$ cat src/rtl/reg_wb_arbiter.sv
// Register-file write-port arbiter: pipeline writeback, buffered long-latency results and starvation-forced drains.
// Optional RF_WB_SCOREBOARD_EN adds the busy-register scoreboard and the decode hazard flag.
module reg_wb_arbiter #(
    parameter int unsigned FIFO_DEPTH   = 2,
    parameter int unsigned STARVE_LIMIT = 4
) (
    input  logic        clk,
    input  logic        reset,
    input  logic        pipe_we,
    input  logic [4:0]  pipe_waddr,
    input  logic [31:0] pipe_wdata,
    output logic        pipe_stall,
    input  logic        lr_valid,
    output logic        lr_ready,
    input  logic [4:0]  lr_rd,
    input  logic [31:0] lr_data,
    input  logic        issue_valid,
    input  logic [4:0]  issue_rd,
    input  logic [4:0]  chk_rs,
    input  logic [4:0]  chk_rt,
    input  logic [4:0]  chk_rd,
    output logic        hazard,
    output logic [31:0] busy_mask,
    output logic        rf_we,
    output logic [4:0]  rf_waddr,
    output logic [31:0] rf_wdata
);

    localparam int unsigned REG_W  = 5;
    localparam int unsigned DATA_W = 32;
    localparam int unsigned SC_W   = 4;
    localparam int unsigned PTR_W  = $clog2(FIFO_DEPTH);
    localparam int unsigned CNT_W  = $clog2(FIFO_DEPTH + 1);

    logic [REG_W-1:0]  fifo_rd   [FIFO_DEPTH];
    logic [DATA_W-1:0] fifo_data [FIFO_DEPTH];
    logic [PTR_W-1:0]  wr_ptr;
    logic [PTR_W-1:0]  rd_ptr;
    logic [CNT_W-1:0]  count;
    logic [SC_W-1:0]   starve_cnt;
    logic              empty;
    logic              pipe_slot;
    logic              force_drain;
    logic              drain;
    logic              enq;
    logic [REG_W-1:0]  head_rd;
    logic [DATA_W-1:0] head_data;

    assign empty       = (count == '0);
    assign pipe_slot   = pipe_we & (pipe_waddr != '0);
    assign force_drain = (starve_cnt == SC_W'(STARVE_LIMIT)) & ~empty;
    assign drain       = ~empty & (~pipe_slot | force_drain);
    assign pipe_stall  = force_drain;
    assign head_rd     = fifo_rd[rd_ptr];
    assign head_data   = fifo_data[rd_ptr];
    assign lr_ready    = (count < CNT_W'(FIFO_DEPTH));
    // Results for r0 are accepted but never occupy a slot.
    assign enq         = lr_valid & lr_ready & (lr_rd != '0);

    // Write-port mux; address/data follow the pipeline whenever nothing drains.
    always_comb begin
        rf_we    = 1'b0;
        rf_waddr = pipe_waddr;
        rf_wdata = pipe_wdata;
        if (drain) begin
            rf_we    = 1'b1;
            rf_waddr = head_rd;
            rf_wdata = head_data;
        end else if (pipe_slot) begin
            rf_we = 1'b1;
        end
        if (!reset) begin
            rf_we = 1'b0;
        end
    end

    // Payload storage needs no reset: validity is carried by count.
    always_ff @(posedge clk) begin
        if (enq) begin
            fifo_rd[wr_ptr]   <= lr_rd;
            fifo_data[wr_ptr] <= lr_data;
        end
    end

    always_ff @(posedge clk or negedge reset) begin
        if (!reset) begin
            wr_ptr     <= '0;
            rd_ptr     <= '0;
            count      <= '0;
            starve_cnt <= '0;
        end else begin
            if (enq) begin
                wr_ptr <= wr_ptr + PTR_W'(1);
            end
            if (drain) begin
                rd_ptr <= rd_ptr + PTR_W'(1);
            end
            count <= count + CNT_W'(enq) - CNT_W'(drain);
            // Non-empty without a drain means the pipeline took the slot.
            if (empty || drain) begin
                starve_cnt <= '0;
            end else begin
                starve_cnt <= starve_cnt + SC_W'(1);
            end
        end
    end

`ifdef RF_WB_SCOREBOARD_EN
    logic [31:0] busy;
    logic [31:0] busy_next;

    function automatic logic sb_hit(input logic [REG_W-1:0] r, input logic [31:0] b,
                                    input logic d, input logic [REG_W-1:0] h);
        return (r != '0) && b[r] && !(d && (h == r));
    endfunction

    // A same-cycle issue to the draining register keeps it busy.
    always_comb begin
        busy_next = busy;
        if (drain) begin
            busy_next[head_rd] = 1'b0;
        end
        if (issue_valid && (issue_rd != '0)) begin
            busy_next[issue_rd] = 1'b1;
        end
    end

    always_ff @(posedge clk or negedge reset) begin
        if (!reset) begin
            busy <= '0;
        end else begin
            busy <= busy_next;
        end
    end

    assign busy_mask = busy;
    assign hazard    = sb_hit(chk_rs, busy, drain, head_rd)
                     | sb_hit(chk_rt, busy, drain, head_rd)
                     | sb_hit(chk_rd, busy, drain, head_rd);
`else
    logic unused_sb;

    assign unused_sb = ^{issue_valid, issue_rd, chk_rs, chk_rt, chk_rd};
    assign busy_mask = '0;
    assign hazard    = 1'b0;
`endif

endmodule

$ cat config.mk
export PLATFORM = sky130hd
export DESIGN_NAME = reg_wb_arbiter
export DESIGN_NICKNAME = d
export VERILOG_FILES = /design/src/rtl/reg_wb_arbiter.sv
export SDC_FILE = /design/constraint.sdc
export NUM_CORES = 1
export LEC_CHECK = 0
export ABC_AREA = 1
export BUFFER_PORTS_ARGS = -buffer_cell sky130_fd_sc_hd__buf_2
export CORE_ASPECT_RATIO = 1.75
export CORE_MARGIN = 3
export CORE_UTILIZATION = 45
export DETAILED_ROUTE_END_ITERATION = 8
export PLACE_DENSITY = 0.79
export SLEW_MARGIN = 30
export SYNTH_ARGS = -nofsm -noshare
export SYNTH_HDL_FRONTEND = slang
export SYNTH_SLANG_ARGS = --single-unit
$ cat constraint.sdc
create_clock -name clk -period 4 [get_ports clk]
set_input_delay 0.4 -clock clk [delete_from_list [all_inputs] [get_ports clk]]
set_output_delay 0.4 -clock clk [all_outputs]
set_load 0.05 [all_outputs]
==> results of run 1 <==
routing by layer:
| metal | part of all wire (%) | vias to the layer above | routed length (um) |
|---|---|---|---|
| met5 | 0.20 | - | 16 |
| met4 | 2.5 | 2 | 203 |
| met3 | 5.7 | 17 | 462 |
| met2 | 57 | 101 | 4600 |
| met1 | 35 | 1325 | 2830 |
| li1 | - | 1485 | - |
synthesized netlist by cell type:
master	count
buf_4	35
nor2_2	1
nor2_1	9
clkbuf_1	4
edfxtp_1	74
a21oi_1	1
xor2_1	2
nand3_2	2
buf_1	1
nor3_1	1
nand4_1	2
nand3_1	41
inv_1	11
ha_1	4
buf_2	10
dfrtp_1	8
inv_2	3
nand2_1	190
nand2_4	1
conb_1	1
xnor2_1	2
buf_6	3
nand2_2	1
final timing paths:
path	end	slack, ns	depth (start not counted)
min	fifo_data[0][20]	0.26	1
min in group asynchronous	wr_ptr	0.45	2
max	rf_wdata[5]	1.17	8
min reg2reg	wr_ptr	0.47	2
max in group asynchronous	starve_cnt[3]	3.37	2
max reg2reg	count[1]	1.36	11
worst max-delay path, delay by kind of cell (launching register included):
family / cells / cell delay [ns]
simple gates: 6 / 1.35
buf+inv: 2 / 0.37
flops: 1 / 0.37
timing repair:
item	4_1_cts	5_1_grt
hold buffers	1	0
gates resized for setup	0	0
endpoints found under the hold margin	8	0
power by group through the flow:
stage	registers [uW]	logic [uW]	clock network, uW
4_1_cts	1160	1660	856
2_1_floorplan	1180	1330	0
6_report	1160	1640	840
5_1_grt	1180	1790	895
3_5_place_dp	1180	1650	0
3_3_place_gp	1170	1610	0
registers in the layout (all words and copies together), names as in the netlist:
register and count:
rd_ptr 1, fifo_data 64, starve_cnt 4, fifo_rd 10
count 2, wr_ptr 1
logic make-up (layout without fill, tap and decap cells):
kind of cell	count (synthesis)	count (layout)	share of synthesized area, %
AO/OA/AOI/OAI	1	1	0.127
XOR/XNOR	4	4	0.888
adder cells (fa/ha/maj)	4	4	1.27
buffers and inverters	67	153	10.6
flip-flops	82	82	61.4
other	1	33	0.0950
AND/OR/NAND/NOR	248	248	25.7
cell type report:
| cell class | instances | area (sq um) |
|---|---|---|
| Clock buffer | 15 | 288 |
| Timing Repair Buffer | 123 | 653 |
| Clock inverter | 1 | 30.0 |
| Tap cell | 115 | 144 |
| Inverter | 14 | 52.6 |
| Multi-Input combinational cell | 290 | 1230 |
| Fill cell | 697 | 3600 |
| Sequential cell | 82 | 2420 |
through the flow:
step / hold slack, ns / power, uW / setup slack (ns) / instance area (sq um)
floorplan: 0.104 / 2500 / 1.20 / 4070
global placement: 0.257 / 2780 / 1.41 / 4470
detailed placement: 0.262 / 2830 / 1.34 / 4500
CTS: 0.244 / 3680 / 1.12 / 4820
global route: 0.247 / 3860 / 0.906 / 4820
finish: 0.259 / 3640 / 1.17 / 4820
==> impl_metrics.toml, run 1 <==
[power]
powerDensity_nw_per_um2 = 755
peakVddDrop_mv = 0.566
p_comb_share_pct = 45.0
clkPwrFrac_pct = 23.1
p_seq_share_pct = 31.9
p_leak_uw = 0.00237
swShare_pct = 43.9
power.switching_uw = 1600
p_int_uw = 2040

[cells_and_area]
area_growth_pct = 22.2
drive_gt1_share_pct = 27.6
final_cell_mix = "nand2_1 (190), buf_2 (117), edfxtp_1 (74), nand3_1 (41), conb_1 (33)"
fin_nets = 623
mostFrequentLayoutCell = "nand2_1"
diodes = 0
fin_util_pct = 57.3
finalNonFillerCells = 640

[yosys]
netlist_instances = 407
ys_seq_area_share_pct = 61.4
synth_top_area_share_pct = 56.3
synthDistinctLibCells = 23
synth_seq_cells = 82
synth_area_leaders = "edfxtp_1 (56%), nand2_1 (18%), buf_4 (6.7%)"
syn_area_per_cell_sq_um = 9.70
synth_top_cell_by_area = "edfxtp_1"
syn_area_sq_um = 3950
yosysWarnings = 0

[worst_setup_path]
r2r_start = "count[1]"
cp_slowest_stage_delay_ns = 0.54
cp.arrival_ns = 2.43
startpoint = "count[1]"
crit_path_end_kind = "output port"
crit_type = "reg2out"
cp-start-kind = "flop"
worst_ep_required_time_ns = 3.60
crit_path_cell_trace = "inv_2 -> nand2_4 -> nand3_2 -> nand3_2 -> nand2_2 -> nand2_1 -> nand2_1 -> buf_2"
cp_max_fo = 42
slowest_stage = "nand2_2"

[detailed_routing]
wire_per_inst_um = 12.7
drt.antenna.violating_nets = 0
firstDrtPassIters = 4
drtIter0Drc = 96
vias = 2930
wirelength_mm = 8.11
drc = 0
vias_per_cell = 4.58

[sta]
worst_clock_skew_ns = 0.00394
finalCriticalPeriod_ns = 2.83
final.setup.tns_ns = 0
hold_violations = 0
slew_headroom_pct = 52.8
drv_slew = 0
worst_pin_slew_ns = 0.706
setup-violations-final = 0
fmax_ghz = 0.353
rsz0062_at_grt = "false"
finalCritPeriodShare_pct = 70.8

[cts]
cts_buffers = 9
cts_tree = "done"
htreeDepth = 3
clock_sinks = 82
clock_latency_ns = 0.33
cts.path.max_buffers = 2
root_buffer = "clkbuf_16"
post_cts_buffers = 0
cts.clk_slew.worst_paths_ns = 0.06

[placement]
port-buffer-count = 117
hpwl_mm = 5.79
dp_cells = 623
gp_congestion = 0.745

[global_route]
use_met1_pct = 16.1
grt.met2_usage_pct = 31.3
use_met3_pct = 4.35
antenna_found_initial = 1
grt_pass1_vias = 2746
globalRouteTotalUtil_pct = 16.5
grt_busiest_layer = "met2"
grt_pass1_wl_mm = 12.5
grt-ovfl-total = 0
grt_max_degree = 43

[floorplan]
num_rows = 44
io_pins = 172
core-area_sq_um = 8420
dieHeight_um = 130
die_area_sq_um = 9980
start_util_pct = 46.9
fp.dieW_um = 76.8

[min_path]
min-delay-start = "lr_data[20]"
hp-class = "in2reg"

[job]
cap_violations = 0

[run_status]
status = "complete, no violations"
Power figures use the tool's default switching activity.
==> run 2: changes to the inputs <==
--- a/config.mk
+++ b/config.mk
@@ -9,7 +9,7 @@
 export BUFFER_PORTS_ARGS = -buffer_cell sky130_fd_sc_hd__buf_2
 export CORE_ASPECT_RATIO = 1.75
 export CORE_MARGIN = 3
-export CORE_UTILIZATION = 45
+export CORE_UTILIZATION = 43
 export DETAILED_ROUTE_END_ITERATION = 8
 export PLACE_DENSITY = 0.79
 export SLEW_MARGIN = 30
==> constraint.sdc (replaced) <==
create_clock -name clk -period 2.3 [get_ports clk]
set_input_delay 0.23 -clock clk [delete_from_list [all_inputs] [get_ports clk]]
set_output_delay 0.23 -clock clk [all_outputs]
set_load 0.05 [all_outputs]
==> run 2 against run 1 <==
  * Core utilization fell by 1.7 points
  * Power rose by 72%
  * Critical endpoint is now rf_wdata[10]
  * Register-to-register slack got worse by 1.0 ns
==> impl_metrics.toml, run 2 (synthesized netlist as in run 1, its figures left out) <==
[power]
swShare_pct = 44.8
p_int_uw = 3460
clkPwrFrac_pct = 19.1
power.switching_uw = 2800
p_comb_share_pct = 48.5
peakVddDrop_mv = 0.677
p_leak_uw = 0.00237
design_power_total_uw = 6260
powerDensity_nw_per_um2 = 1280
p_seq_share_pct = 32.4

[sta]
setup-violations-final = 0
fin_hold_ws_ns = 0.0888
worst_clock_skew_ns = 0.00479
hold_violations = 0
finalCritPeriodShare_pct = 93.9
finalCriticalPeriod_ns = 2.16
rsz0062_at_grt = "true"
fmax_ghz = 0.463
drv_slew = 0

[floorplan]
die_area_sq_um = 10400
io_pins = 172
start_util_pct = 44.9
dieHeight_um = 133
core-area_sq_um = 8780
num_rows = 45
fp.dieW_um = 78.4

[cts]
clock_sinks = 82
htreeDepth = 3
cts_tree = "done"
cts_buffers = 9
clock_latency_ns = 0.32
cts.path.max_buffers = 2
cts.clk_slew.worst_paths_ns = 0.05
root_buffer = "clkbuf_16"
post_cts_buffers = 0

[global_route]
grt_pass1_wl_mm = 13.3
grt_pass1_vias = 2875
grt-ovfl-total = 0
antenna_found_initial = 0
globalRouteTotalUtil_pct = 16.6
grt_max_degree = 38

[worst_setup_path]
r2r_end = "count[1]"
crit_path_end_kind = "output port"
startpoint = "count[1]"
reg2regPathDepth = 11
crit_type = "reg2out"
r2r_start = "count[1]"
worst_ep_required_time_ns = 2.07
cp.arrival_ns = 1.93
reg2reg_slack_ns = 0.35
cp_max_fo = 23
cp-start-kind = "flop"

[cells_and_area]
diodes = 0
fin_nets = 629
final_cell_mix = "nand2_1 (190), buf_2 (90), edfxtp_1 (74), nand3_1 (41), conb_1 (33)"
reg.largest.list = "fifo_data: 64 flops, fifo_rd: 10 flops, starve_cnt: 4 flops"
fillers = 781
drive_gt1_share_pct = 27.9
area_growth_pct = 23.7
seq_area_sq_um = 2420
mostFrequentLayoutCell = "nand2_1"
multi_input_area_sq_um = 1240
largest_register_ffs = 64
regMostFlops = "fifo_data"

[placement]
hpwl_mm = 5.90
port-buffer-count = 117
gp_congestion = 0.732

[detailed_routing]
drc = 0
drtIter0Drc = 136
drt.antenna.violating_nets = 0
vias_per_cell = 4.60
wirelength_mm = 8.10
wire_per_inst_um = 12.5
vias = 2977
firstDrtPassIters = 6

[run_status]
status = "complete, no violations"

[min_path]
min_path_cells = 1
hp-class = "in2reg"
min-delay-start = "lr_data[2]"
holdPathEnd = "fifo_data[0][2]"

[job]
cap_violations = 0
==> run 2: power groups by stage <==
stage          clock network, uW  logic, uW  registers, uW
3_3_place_gp                   0       2880           2040
6_report                    1200       3040           2030
4_1_cts                     1230       2980           2030
2_1_floorplan                  0       2310           2040
5_1_grt                     1320       3330           2050
3_5_place_dp                   0       2950           2060
==> run 2: routing by layer <==
| layer | up-vias | wire, um | GRT usage [%] |
|---|---|---|---|
| li1 | 1492 | - | - |
| met1 | 1356 | 2900 | 17.2 |
| met2 | 115 | 4490 | 30.1 |
| met3 | 14 | 487 | 4.09 |
| met4 | 0 | 216 | 8.95 |
| met5 | - | 0 | 0 |
==> run 2: worst max-delay path by stage <==
stage	endpoint	slack, ns	cells after the start
after CTS	rf_waddr[1]	0.0004	9
after global placement	count[1]	0.36	11
after detailed placement	count[1]	0.32	11
after global routing	rf_wdata[3]	-0.01	9
after floorplan	fifo_data[1][0]	0.11	3
final	rf_wdata[10]	0.14	9
==> run 2: repair_timing <==
action / in CTS / in global routing
hold endpoints to repair: 8 / 0
gates resized for setup: 4 / 26
endpoints found under the setup margin: 4 / 37
hold buffers: 1 / 0
==> run 2: area by class of cell <==
cell class | instances | share of cell area (%)
sequential | 82 | 49.6
timing repair buffer | 129 | 15.7
inverter | 14 | 1.08
clock inverter | 4 | 0.410
tap | 117 | 3.00
multi-input combinational | 290 | 25.5
clock buffer | 11 | 4.77
==> run 2: critical path, stage by stage (launching register included) <==
cell and delay, ns:
dfrtp_1 0.37, inv_2 0.14, nand2_8 0.15, nand3_2 0.13, nand3_2 0.10, nand2_2 0.12, buf_6 0.20, nand2_1 0.07
nand2_1 0.05, buf_2 0.26
==> run 2: metrics by stage <==
stage | setup TNS (ns) | area, sq um | setup slack (ns) | util [%] | cells
3_3_place_gp | 0 | 4540 | 0.355 | 51.7 | 631
3_5_place_dp | 0 | 4540 | 0.321 | 51.7 | 631
5_1_grt | -0.0578 | 4880 | -0.0114 | 55.6 | 647
6_report | 0 | 4880 | 0.140 | 55.6 | 647
2_1_floorplan | 0 | 4070 | 0.105 | - | 439
4_1_cts | 0 | 4810 | 0.000359 | 54.8 | 647
==> run 3: changes to the inputs <==
--- a/config.mk
+++ b/config.mk
@@ -9,9 +9,9 @@
 export BUFFER_PORTS_ARGS = -buffer_cell sky130_fd_sc_hd__buf_2
 export CORE_ASPECT_RATIO = 1.75
 export CORE_MARGIN = 3
-export CORE_UTILIZATION = 43
+export CORE_UTILIZATION = 51
 export DETAILED_ROUTE_END_ITERATION = 8
-export PLACE_DENSITY = 0.79
+export PLACE_DENSITY = 0.88
 export SLEW_MARGIN = 30
 export SYNTH_ARGS = -nofsm -noshare
 export SYNTH_HDL_FRONTEND = slang
==> constraint.sdc (replaced) <==
create_clock -name clk -period 2.75 [get_ports clk]
set_input_delay 0.275 -clock clk [delete_from_list [all_inputs] [get_ports clk]]
set_output_delay 0.275 -clock clk [all_outputs]
set_load 0.05 [all_outputs]
==> run 3 against run 2 <==
  * Core utilization increased by 8.6 points
  * Power down 18%
  * Sequential cell count is the same
  * Register-to-register slack improved by 0.09 ns
  * Die area decreased by 15%
  * Wire length hardly changed
  * Combinational power shrank 20%
  * Critical path depth is the same
  * Sequential share of layout area is 1.5 points higher
  * Hold slack improved by 0.046 ns
  * Largest cell class unchanged
  * Highest routed layer unchanged
==> impl_metrics.toml, run 3 (synthesized netlist as in run 1, its figures left out) <==
[run_status]
status = "complete, no violations"

[cts]
cts.clk_slew.worst_paths_ns = 0.05
clock_latency_ns = 0.33
post_cts_buffers = 0
clock_sinks = 82
root_buffer = "clkbuf_16"
htreeDepth = 3
cts_tree = "done"
cts.path.max_buffers = 2
cts_resized = 0
cts_buffers = 9

[sta]
fin_hold_ws_ns = 0.135
finalCritPeriodShare_pct = 94.6
final.setup.tns_ns = 0
hold_violations = 0
drv_slew = 0
fmax_ghz = 0.384
setup_slack_ns = 0.148
rsz0062_at_grt = "false"
setup-violations-final = 0
worst_clock_skew_ns = 0.00364
finalCriticalPeriod_ns = 2.60

[floorplan]
start_util_pct = 53.4
core-area_sq_um = 7390
num_rows = 41
die_area_sq_um = 8870
dieHeight_um = 122
io_pins = 172
fp.dieW_um = 72.5

[power]
swShare_pct = 45.5
p_int_uw = 2800
powerDensity_nw_per_um2 = 1080
peakVddDrop_mv = 0.593
p_leak_uw = 0.00236
p_comb_share_pct = 47.2
power.switching_uw = 2340
p_seq_share_pct = 33.1
clkPwrFrac_pct = 19.8

[global_route]
antenna_found_initial = 0
grt-ovfl-total = 0
grt_max_degree = 39
globalRouteTotalUtil_pct = 18.5
grt_pass1_wl_mm = 12.3
grt_pass1_vias = 2724

[worst_setup_path]
reg2reg_slack_ns = 0.44
cp_max_fo = 22
r2r_end = "count[1]"
r2r_start = "count[1]"
crit_end = "rf_wdata[19]"
cp_slowest_stage_delay_ns = 0.37
slowest_stage = "dfrtp_1"
cp.arrival_ns = 2.33
worst_ep_required_time_ns = 2.48
cp-start-kind = "flop"
crit_path_end_kind = "output port"
crit_path_cell_trace = "inv_2 -> nand2_4 -> nand3_2 -> nand3_2 -> nand2_2 -> buf_4 -> nand2_1 -> nand2_1 -> buf_2"
crit_type = "reg2out"
startpoint = "count[1]"
reg2regPathDepth = 11

[placement]
dpl_worst_slack_ns = 0.420
dp_cells = 599
hpwl_mm = 5.88
port-buffer-count = 117
gp_congestion = 0.771
placed_cell_area_sq_um = 4480

[detailed_routing]
drt.antenna.violating_nets = 0
wirelength_mm = 8.10
drc = 0
vias_per_cell = 4.87
wire_per_inst_um = 13.1
drtIter0Drc = 120
vias = 3000
firstDrtPassIters = 4

[job]
cap_violations = 0

[cells_and_area]
fin_area_sq_um = 4740
drive_gt1_share_pct = 27.9
reg.largest.list = "fifo_data: 64 flops, fifo_rd: 10 flops, starve_cnt: 4 flops"
area_growth_pct = 20.2
mostFrequentLayoutCell = "nand2_1"
diodes = 0
fin_nets = 628
largest_register_ffs = 64
final_cell_mix = "nand2_1 (190), buf_2 (117), edfxtp_1 (74), nand3_1 (41), conb_1 (33)"
regMostFlops = "fifo_data"
finalNonFillerCells = 616

[min_path]
min_path_cells = 1
hp-class = "in2reg"
==> run 3: power by group through the flow <==
stage	combinational, uW	clock [uW]	sequential, uW
4_1_cts	2450	1040	1700
5_1_grt	2640	1100	1710
2_1_floorplan	1930	0	1710
3_3_place_gp	2370	0	1710
6_report	2420	1010	1700
3_5_place_dp	2440	0	1720
==> run 3: cell type report <==
type / count / area (sq um)
clock buffers: 12 / 236
inverters: 14 / 52.6
multi-input cells: 290 / 1230
clock inverters: 4 / 18.8
fillers: 616 / 2640
repair buffers: 128 / 671
well taps: 86 / 108
flip-flops and latches: 82 / 2420
==> run 3: how the worst min path moves through the flow <==
stage                     startpoint               to  slack (ns)
after CTS                 lr_data[9]  fifo_data[1][9]        0.12
after global placement         reset         count[1]        0.13
final                     lr_data[9]  fifo_data[0][9]        0.13
after floorplan                reset         count[0]       -0.02
after global routing      lr_data[7]  fifo_data[1][7]        0.13
after detailed placement       reset         count[1]        0.14
==> run 3: worst max-delay path, delay by kind of cell, from the launching register on <==
family | cells | cell delay (ns)
simple gates | 6 | 0.92
flops | 1 | 0.37
buf+inv | 3 | 0.69
==> run 3: per-layer routing <==
metal / global-route usage [%] / vias to the layer above / wire [um]
met1: 20.4 / 1360 / 2860
met5: 0 / - / 0
met3: 3.77 / 20 / 550
li1: - / 1497 / -
met4: 10.0 / 0 / 266
met2: 32.5 / 123 / 4410
==> run 3: what timing repair did <==
action                                  in CTS  in global routing
endpoints found under the setup margin       0                  0
endpoints found under the hold margin        8                  0
hold buffers                                 1                  0
==> run 3: per-stage QoR <==
stage	power [uW]	utilization, %
finish	5130	64.2
global route	5450	64.2
CTS	5180	64.2
detailed placement	4160	60.6
global placement	4080	60.6
floorplan	3640	-
